## src/rtl/fa_serial_sched.sv

```systemverilog
// Bit-serial adder sequencer: round-robin arbitrates two requesters, then steps
// one external full-adder cell LSB-first for WIDTH cycles and returns {carry, sum}.
module fa_serial_sched #(
    parameter int WIDTH = 4
) (
    input  logic             clk,
    input  logic             rst,
    input  logic             req0,
    input  logic [WIDTH-1:0] a0,
    input  logic [WIDTH-1:0] b0,
    input  logic             req1,
    input  logic [WIDTH-1:0] a1,
    input  logic [WIDTH-1:0] b1,
    output logic             ack0,
    output logic             ack1,
    output logic [WIDTH:0]   res,
    output logic             res_valid,
    output logic             res_id,
    output logic             busy,
    output logic             fa_a,
    output logic             fa_b,
    output logic             fa_cin,
    input  logic             fa_sum,
    input  logic             fa_cout
);
    localparam int CW = (WIDTH > 2) ? $clog2(WIDTH) : 1;

    typedef enum logic [1:0] {IDLE, RUN, DONE} state_t;

    state_t           state, state_nx;
    logic [WIDTH-1:0] opa, opb, sumr;
    logic [CW-1:0]    cnt;
    logic             carry_q;
    logic             last_gnt;
    logic             any_req;
    logic             gnt;
    logic             last_bit;

    // On a tie the requester that was not served last time wins.
    assign any_req  = req0 | req1;
    assign gnt      = (req0 & req1) ? ~last_gnt : req1;
    assign last_bit = (cnt == CW'(WIDTH - 1));

    always_ff @(posedge clk) begin
        if (rst) state <= IDLE;
        else     state <= state_nx;
    end

    always_comb begin
        state_nx = state;
        busy     = 1'b0;
        fa_a     = 1'b0;
        fa_b     = 1'b0;
        fa_cin   = 1'b0;
        case (state)
            IDLE: if (any_req) state_nx = RUN;
            RUN: begin
                busy   = 1'b1;
                fa_a   = opa[0];
                fa_b   = opb[0];
                fa_cin = carry_q;
                if (last_bit) state_nx = DONE;
            end
            DONE: begin
                busy     = 1'b1;
                state_nx = IDLE;
            end
            default: state_nx = IDLE;
        endcase
    end

    always_ff @(posedge clk) begin
        if (rst) begin
            opa       <= '0;
            opb       <= '0;
            sumr      <= '0;
            cnt       <= '0;
            carry_q   <= 1'b0;
            last_gnt  <= 1'b1;
            res       <= '0;
            res_id    <= 1'b0;
            res_valid <= 1'b0;
            ack0      <= 1'b0;
            ack1      <= 1'b0;
        end else begin
            ack0      <= 1'b0;
            ack1      <= 1'b0;
            res_valid <= 1'b0;
            case (state)
                IDLE: if (any_req) begin
                    opa      <= gnt ? a1 : a0;
                    opb      <= gnt ? b1 : b0;
                    carry_q  <= 1'b0;
                    cnt      <= '0;
                    last_gnt <= gnt;
                    res_id   <= gnt;
                    ack0     <= ~gnt;
                    ack1     <= gnt;
                end
                RUN: begin
                    // Sum bits enter at the MSB so bit 0 lands at the bottom after WIDTH shifts.
                    sumr    <= {fa_sum, sumr[WIDTH-1:1]};
                    carry_q <= fa_cout;
                    opa     <= opa >> 1;
                    opb     <= opb >> 1;
                    cnt     <= cnt + 1'b1;
                    if (last_bit) begin
                        res       <= {fa_cout, fa_sum, sumr[WIDTH-1:1]};
                        res_valid <= 1'b1;
                    end
                end
                default: ;
            endcase
        end
    end
endmodule

```

## config.mk

```make
export PLATFORM = sky130hd
export DESIGN_NAME = fa_serial_sched
export DESIGN_NICKNAME = d
export VERILOG_FILES = /design/src/rtl/fa_serial_sched.sv
export SDC_FILE = /design/constraint.sdc
export NUM_CORES = 1
export LEC_CHECK = 0
export CORE_ASPECT_RATIO = 1.5
export CORE_MARGIN = 10
export CORE_UTILIZATION = 25
export DETAILED_ROUTE_END_ITERATION = 7
export PLACE_DENSITY = 0.58
export SLEW_MARGIN = 20
export SYNTH_ARGS = -nofsm -noshare
export SYNTH_HDL_FRONTEND = slang
export SYNTH_SLANG_ARGS = --single-unit
export TNS_END_PERCENT = 10
```

## constraint.sdc

```tcl
create_clock -name clk -period 1.9 [get_ports clk]
set_clock_uncertainty 0.1 [all_clocks]
set_input_delay 0.285 -clock clk [delete_from_list [all_inputs] [get_ports clk]]
set_output_delay 0.285 -clock clk [all_outputs]
set_load 0.005 [all_outputs]
```

==> results list, run 1 <==
- The flow ran to the end, and the final reports show no timing, DRC or antenna violations.
- In the final routing, the length of wire on met1 measures 1286 um.
- Launch instance of the worst register-to-register path: state[1]$_SDFFE_PP0P_
* Count of final max-slew check failures: 0
- Relative to the synthesized area, the layout overhead comes to 43.88%.
- Reg2Reg Capture Point: opb[0]$_SDFFE_PP0P_
* Post-Synthesis Net Count: 162
- Along the worst hold path, the cell count comes to 2.
- Post-Layout Cell Count: 243
* Number of antenna violations at the first check in global routing: 0
* Endpoint type of the worst setup path: flip-flop
- Commonest cells after routing, fill and taps aside: clkdlybuf4s50_1 (30), dfxtp_1 (25), buf_4 (11), a21oi_1 (10), nand2_1 (9)
- Leakage: 0.0006857 uW
- For this run, the number of Yosys warnings is 0.
- Die height: 106.9 um
- Post-synthesis cell count: 136
- After synthesis, the share of flip-flops with an asynchronous set or reset is 0%.
* Via count of the first global-routing pass: 1,194
- Clk pin slew, worst setup/hold paths: 0.09 ns
* Terminating pin of the worst hold path: res[0]$_SDFFE_PP0P_
- In this run the top signal layer used is met4.
- Start point of the worst min-delay path: res[0]$_SDFFE_PP0P_
- Met2 WL: 1728 um
- Routability-driven placement finished with a final weighted congestion of 0.8204.
* Number of clock sinks: 26
* Worst EP required: 1.99 ns
- During placement, the flow inserted port buffers numbering 34.
* DRT iter0 DRCs: 75
- The detail route stage leaves a number of antenna-violating nets equal to 0.
* Count of vias placed by the detailed router: 1,115
- For flop-to-flop paths, the worst setup slack is 0.1 ns.
- Measured in cells, the most critical reg-to-reg path has a length of 6.
* Peak VDD IR: 336.2 uV
- Based on the critical path, the design can be clocked at up to 554.5 MHz.
- Worst min-delay path class: flip-flop to flip-flop
- Summed over all nets, wire length on met3 after detailed routing comes to 129 um.
* Power per Cell Area: 971.4 mW/mm2
- Estimated wirelength of the detail-placed design: 2579 um
- Synth Cell Area: 0.001257 mm2
- TritonCTS clock tree: built
* Vias per std cell: 4.588
- Count of different cell masters after synthesis: 35
* Transition at the pin with the smallest max-transition slack: 0.3886 ns
* Number of clock buffers inserted by TritonCTS: 3
- The later pin in the worst-skew pair is clocked with a latency of 0.28 ns.
* Fraction of final layout cells sized beyond drive strength 1: 15.82%
- Data arrives at the worst endpoint at 1.90 ns.
* Leading cell type in the layout, fill and taps excluded: clkdlybuf4s50_1
- DRT Pass-1 Iters: 4
- Global routing finished with a remaining overflow of 0.
* H-Tree Level Count: 1
- The cell sitting at the root of the clock tree is a clkbuf_8.
- The final hold violation count was 0.
- Once the floorplan was initialized, standard cells occupied 25.94% of the core.
- After detailed routing, the total wire length is 3207 um.
- The number of placed instances, taps included, is 239.
- The layout has 517 filler cells.
- Cts hold-fix bufs: 0
* Diode count: 0
- After detailed routing, the number of remaining DRC violations is 0.
- Post-Route Setup TNS: 0 ns
- The clock passes through at most 2 buffers.
- The tool flagged a number of max-cap violations equal to 0.
* Total setup violations reported at the end of the flow: 0
* Pin count of the biggest net entering global routing: 16
- Post-synthesis sequential area ratio: 41.39%
- Mean area per synthesized cell: 9.246 um2
* Area of the die: 0.008325 mm2
* Wire length per cell after detailed routing: 13.20 um
- The most used flip-flop cell after synthesis is dfxtp_1.
* First-pass GRT wire length: 5451 um
- Number of placement rows: 31
- Total global-route track usage: 7.970%
- Worst max-slew margin expressed relative to the limit: 74.00%
- Setup repair after global routing left no endpoint under its margin.
- Startpoint types: flip-flop
* Top fanout value on the critical path: 6
- After layout, the worst path uses 94.92% of the clock period.
- Horizontal die dimension: 77.91 um
- Post-layout nets: 204
* Category of the critical setup timing path: flip-flop to flip-flop
- Counting flops with a built-in enable in the synthesized netlist gives 0.
* Minimum clock period: 1.804 ns
- Boundary Pins: 35
- Total of flip-flops plus latches after synthesis: 26
- Placeable Area: 0.004848 mm2
-- kinds of logic after synthesis --
kind of cell,after synthesis,synth area share [%]
AO/OA/AOI/OAI,32,18.41
adder cells (fa/ha/maj),4,3.980
buffers and inverters,13,4.377
flip-flops,26,41.39
multiplexers,13,10.85
AND/OR/NAND/NOR,48,20.99
-- sequential cells by signal, indices dropped and copies added, names as in the netlist --
| register | flops |
|---|---|
| res_valid | 1 |
| cnt | 2 |
| opb | 4 |
| opa | 4 |
| ack1 | 1 |
| ack0 | 1 |
| state | 2 |
| res | 5 |
| res_id | 1 |
| carry_q | 1 |
| sumr | 3 |
| last_gnt | 1 |
-- report_power, final --
group          leakage [uW]  total, uW  internal, uW  switching, uW
Sequential         0.000213        680           629           51.2
Combinational      0.000437        611           318            293
Clock             0.0000357        467           282            184
-- worst max-delay path by stage --
stage	start	to	slack (ns)	cells after the start
final	state[1]$_SDFFE_PP0P_	opb[0]$_SDFFE_PP0P_	0.1	6
after CTS	state[1]$_SDFFE_PP0P_	opb[0]$_SDFFE_PP0P_	0.02	6
after detailed placement	req1	opb[2]$_SDFFE_PP0P_	-0.01	5
after floorplan	state[0]$_SDFFE_PP0P_	opb[0]$_SDFFE_PP0P_	0.18	5
after global placement	req1	opa[3]$_SDFFE_PP0P_	0.02	4
after global routing	state[1]$_SDFFE_PP0P_	opb[2]$_SDFFE_PP0P_	0.002	7
-- worst max-delay path, stage by stage (launching register included) --
cell and delay, ns:
dfxtp_1 0.33, inv_2 0.05, buf_4 0.13, ha_2 0.20, nor3b_2 0.18, or4_1 0.50
o32ai_1 0.22
-- cell usage after synthesis, drive strengths merged (2+ instances only) --
cell type  number  area (um2)
mux2i           8       80.08
and2            3       18.77
mux2            5       56.30
a22oi           3       22.52
nand3           6       30.03
nor3            7       35.03
o22ai           3       18.77
nor2            8       30.03
ha              4       50.05
nand2b          4       25.02
inv             5       18.76
o32ai           5       43.79
nor2b           3       18.77
dfxtp          26       520.5
nand2           9       33.78
a222oi          3       30.03
buf             5       25.02
clkbuf          3       11.26
a21oi          10       50.05
or4             2       15.01
-- metal layers --
metal	global-route usage (%)	vias up
li1	-	580
met1	7.831	507
met2	14.74	23
met3	2.341	5
met4	3.985	0
met5	0	-
-- metrics by stage --
step | utilization (%) | hold slack (ns) | setup WS (ns) | total power, uW | instance area [um2]
6_report | 37.32 | 0.3574 | 0.09649 | 1758 | 1809
3_3_place_gp | 35.61 | 0.3440 | 0.02432 | 1300 | 1727
2_1_floorplan | - | 0.3237 | 0.1761 | 1060 | 1257
3_5_place_dp | 35.61 | 0.3475 | -0.01410 | 1304 | 1727
5_1_grt | 37.32 | 0.3809 | 0.002259 | 1874 | 1809
4_1_cts | 37.26 | 0.3608 | 0.02243 | 1784 | 1807
-- cell type report --
class | count | area (um2) | area share [%]
sequential | 26 | 521.8 | 28.84
multi-input combinational | 97 | 696.9 | 38.52
tap | 66 | 82.58 | 4.564
clock buffer | 3 | 41.29 | 2.282
inverter | 5 | 18.77 | 1.037
timing repair buffer | 45 | 417.9 | 23.10
clock inverter | 1 | 30.03 | 1.660
-- repair_timing --
item | CTS | global route
setup buffers | 0 | 0
pin swaps | 1 | 0
setup endpoints to repair | 4 | 3
resized for setup | 8 | 1
Power figures use the tool's default switching activity.
==> run 2: changes to the inputs <==
REMOVE_ABC_BUFFERS = 1   (was unset)
==> run 2 against run 1 <==
Compared with the run above:
- register-to-register slack is essentially flat
- clock power shrank 24%
- maximum frequency shrank 1.9%
- core utilization grew 0.54 points
- non-clock buffer count grew 4
- final cell count grew 1.6%
- sequential share of layout area shrank 0.28 points
- critical path depth shrank 3
- routed wire length grew 2.6%
- global-route usage shrank 0.068 points
- critical path type is now flip-flop to output pin
- critical endpoint is now busy
==> results list, run 2 (synthesized netlist as in run 1, its figures left out) <==
- Total congestion overflow after global routing: 0 (unchanged)
- The proportion of layout cells with a drive suffix above 1 came to 17.13% (+1.3 points).
* First-pass GRT wire length: 5457 um (+0.11%)
- The number of antenna diodes came to 0 (unchanged).
- The largest net degree at the start of global routing was 19 (+3).
* Boundary Pins: 35 (unchanged)
- Placeable Area: 0.004848 mm2 (unchanged)
* Worst EP required: 1.51 ns (-0.48 ns)
- Vias per std cell: 4.684 (+2.1%)
- The power density of the placed cells came to 921.5 mW/mm2 (-5.1%).
- Footprint of the multi-input gates: 694.4 um2 (-0.36%)
- Worst max-slew margin expressed relative to the limit: 74.58% (+0.59 points)
* Total setup violations reported at the end of the flow: 0 (unchanged)
* Post-layout nets: 208 (+2.0%)
- Power dissipated by switching net loads: 522.4 uW (-1.1%)
- Total global-route track usage: 7.902% (-0.068 points)
- R2R cell count: 5 (-1)
* Top fanout value on the critical path: 4 (-2)
- Synth-to-Final Area Change: 45.97%
* Fin util: 37.86% (+0.54 points)
* Setup slack after layout: 0.06108 ns (-0.03541 ns)
* Number of DRC violations after detailed routing: 0 (unchanged)
- Number of placement rows: 31 (unchanged)
* Peak VDD IR: 281.2 uV (-16%)
- The number of iterations in the first detailed-routing pass was 4 (unchanged).
- The worst-skew pair later-pin latency came to 0.27 ns (about the same).
* H-Tree Level Count: 1 (unchanged)
- TritonCTS clock tree: built
- The area enclosed by the die boundary was 0.008325 mm2 (unchanged).
- Switching share of total power: 30.88% (+0.83 points)
- Setup repair after global routing left no endpoint under its margin.
* Clock Tree Buf Depth: 2 (unchanged)
- Largest regs: res: 5 flops, opa: 4 flops, opb: 4 flops
- The effective utilization at floorplan came to 25.94% (unchanged).
- Placed cell area: 0.001742 mm2 (+0.87%)
- Hold Worst Slack: 0.3547 ns (-0.002676 ns)
- For this design, the slowest cell found on the critical path is clkdlybuf4s50_1.
- Max Cap Viol: 0 (unchanged)
- The final hold violation count is 0 (unchanged).
- The number of sinks driven by the clock tree was 26 (unchanged).
- Most flops, register: res
* Root Buffer: clkbuf_8
- Run status: complete, no violations
- The maximum clock frequency came to 543.8 MHz (-1.9%).
* Antenna viol nets, final: 0 (unchanged)
- The clock transition at the register clock pins on the worst setup and hold paths after CTS is 0.09 ns (about the same).
- Wire length per cell after detailed routing: 13.32 um (+0.90%)
* Commonest cells after routing, fill and taps aside: clkdlybuf4s50_1 (31), dfxtp_1 (25), buf_4 (15), a21oi_1 (10), nand2_1 (9)
- Worst min-delay path class: flip-flop to flip-flop
* DRT iter0 DRCs: 55 (-27%)
- Gpl congestion: 0.7752 (-5.5%)
* Count of vias placed by the detailed router: 1,157 (+3.8%)
* Fill cell count: 510 (-1.4%)
- The TritonCTS buffer count is 3 (unchanged).
* Cts hold-fix bufs: 0 (unchanged)
- The worst slack at placement is -0.05938 ns (-0.04528 ns).
- The count of input and output buffers is 34 (unchanged).
- The shortest period the worst path allows was 1.839 ns (+0.03541 ns).
- The critical path goes through inv_1 > ha_1 > clkdlybuf4s50_1.
* Terminating pin of the worst hold path: res[2]$_SDFFE_PP0P_
- Via count of the first global-routing pass: 1,209 (+1.3%)
- Die height: 106.9 um (unchanged)
- The logic depth of the worst setup path including buffers came to 3 (-3).
* Fin crit share: 96.79% (+1.9 points)
* Horizontal die dimension: 77.91 um (unchanged)
- The final instance area came to 0.001836 mm2 (+1.5%).
* Count of final max-slew check failures: 0 (unchanged)
- Endpoint type of the worst setup path: output pin
- Post-Route Setup TNS: 0 ns (unchanged)
- The critical path is of the flip-flop to output pin type.
* Post-Route WL: 3289 um (+2.6%)
- The number of flip-flops in the largest register came to 5 (unchanged).
- The cell internal power dissipation was 1169 uW (-4.9%).
- Startpoint types: flip-flop
- Cell depth of the worst min-delay path: 2 (unchanged)
- Transition at the pin with the smallest max-transition slack: 0.3799 ns (-0.008786 ns)
* Reg2Reg Capture Point: opb[1]$_SDFFE_PP0P_
- Sequential cell area: 524.3 um2 (+0.48%)
- The arrival time of the worst setup path was 1.45 ns (-0.45 ns).
* Number of buffer and inverter stages on the critical path: 2 (unchanged)
- Leaving out fill and tap cells, the most frequent cell in the layout is clkdlybuf4s50_1.
- Reg-to-reg slack, setup: 0.10 ns (about the same)
- Start point of the worst min-delay path: res[2]$_SDFFE_PP0P_
- Number of antenna violations at the first check in global routing: 0 (unchanged)
- The kind of cell with the highest combined delay along the critical path is buffers and inverters.
- The part of the power in combinational logic came to 38.6% (+3.8 points).
- The total half-perimeter wirelength after legalization and detailed placement came to 2594 um (+0.58%).
- Fraction of power consumed by the clock network: 20.9% (-5.7 points)
* Portion of total power attributed to sequential cells: 40.5% (+1.8 points)
- Leakage: 0.0007378 uW (+7.6%)
- Launch instance of the worst register-to-register path: state[0]$_SDFFE_PP0P_
* Peak per-stage delay on the critical path: 0.50 ns (about the same)
run 2: cell count changes in the layout (fill, tap and decap cells not counted), sizes merged:
cell,change
buf,+4
dlygate4sd2,-4
dlymetal6s2s,+3
bufinv,-1
clkbuf,+1
clkdlybuf4s50,+1
run 2: layout make-up:
cell class,count,area share (%)
clock buffers,4,2.999
repair buffers,49,25.09
flip-flops and latches,26,28.56
inverters,5,1.022
well taps,66,4.499
multi-input cells,97,37.83
run 2: worst max path at each step:
stage	start	end
final	state[0]$_SDFFE_PP0P_	busy
after global routing	state[0]$_SDFFE_PP0P_	busy
after CTS	state[1]$_SDFFE_PP0P_	fa_b
after detailed placement	req1	opb[1]$_SDFFE_PP0P_
after global placement	req1	opb[1]$_SDFFE_PP0P_
after floorplan	state[1]$_SDFFE_PP0P_	opb[0]$_SDFFE_PP0P_
run 2: tightest hold or removal path, stage by stage, from the launching register on:
cell,delay (ns)
dfxtp_1,0.32
nand2_1,0.05
a21oi_1,0.05
run 2: power groups by stage:
stage	registers, uW	clock network (uW)	logic, uW
floorplan	679	0	359
finish	685	353	653
detailed placement	691	0	633
CTS	683	369	665
global route	696	388	721
global placement	689	0	624
run 2: repair_timing:
action / in CTS / in global routing
resized for setup: 4 / 4
pin swaps: 1 / 0
setup endpoints to repair: 4 / 4
buffers inserted: 2 / 0
endpoints found under the hold margin: 0 / 0
cloned: 0 / 0
run 2: layer usage:
layer | GRT usage (%) | part of all wire (%) | up-vias
li1 | - | - | 591
met1 | 8.025 | 42 | 537
met5 | 0 | 0 | -
met4 | 4.627 | 2.5 | 0
met3 | 1.254 | 2.6 | 5
met2 | 14.74 | 53 | 24
run 2: through the flow:
step	total power [uW]	std cells
floorplan	1038	128
global placement	1313	241
detailed placement	1323	241
CTS	1717	247
global route	1806	247
finish	1691	247
==> run 3: changes to the inputs <==
SLEW_MARGIN = unset   (was 20)
==> results of run 3 <==
Final layout, timing and power as in run 2 (identical DEF).
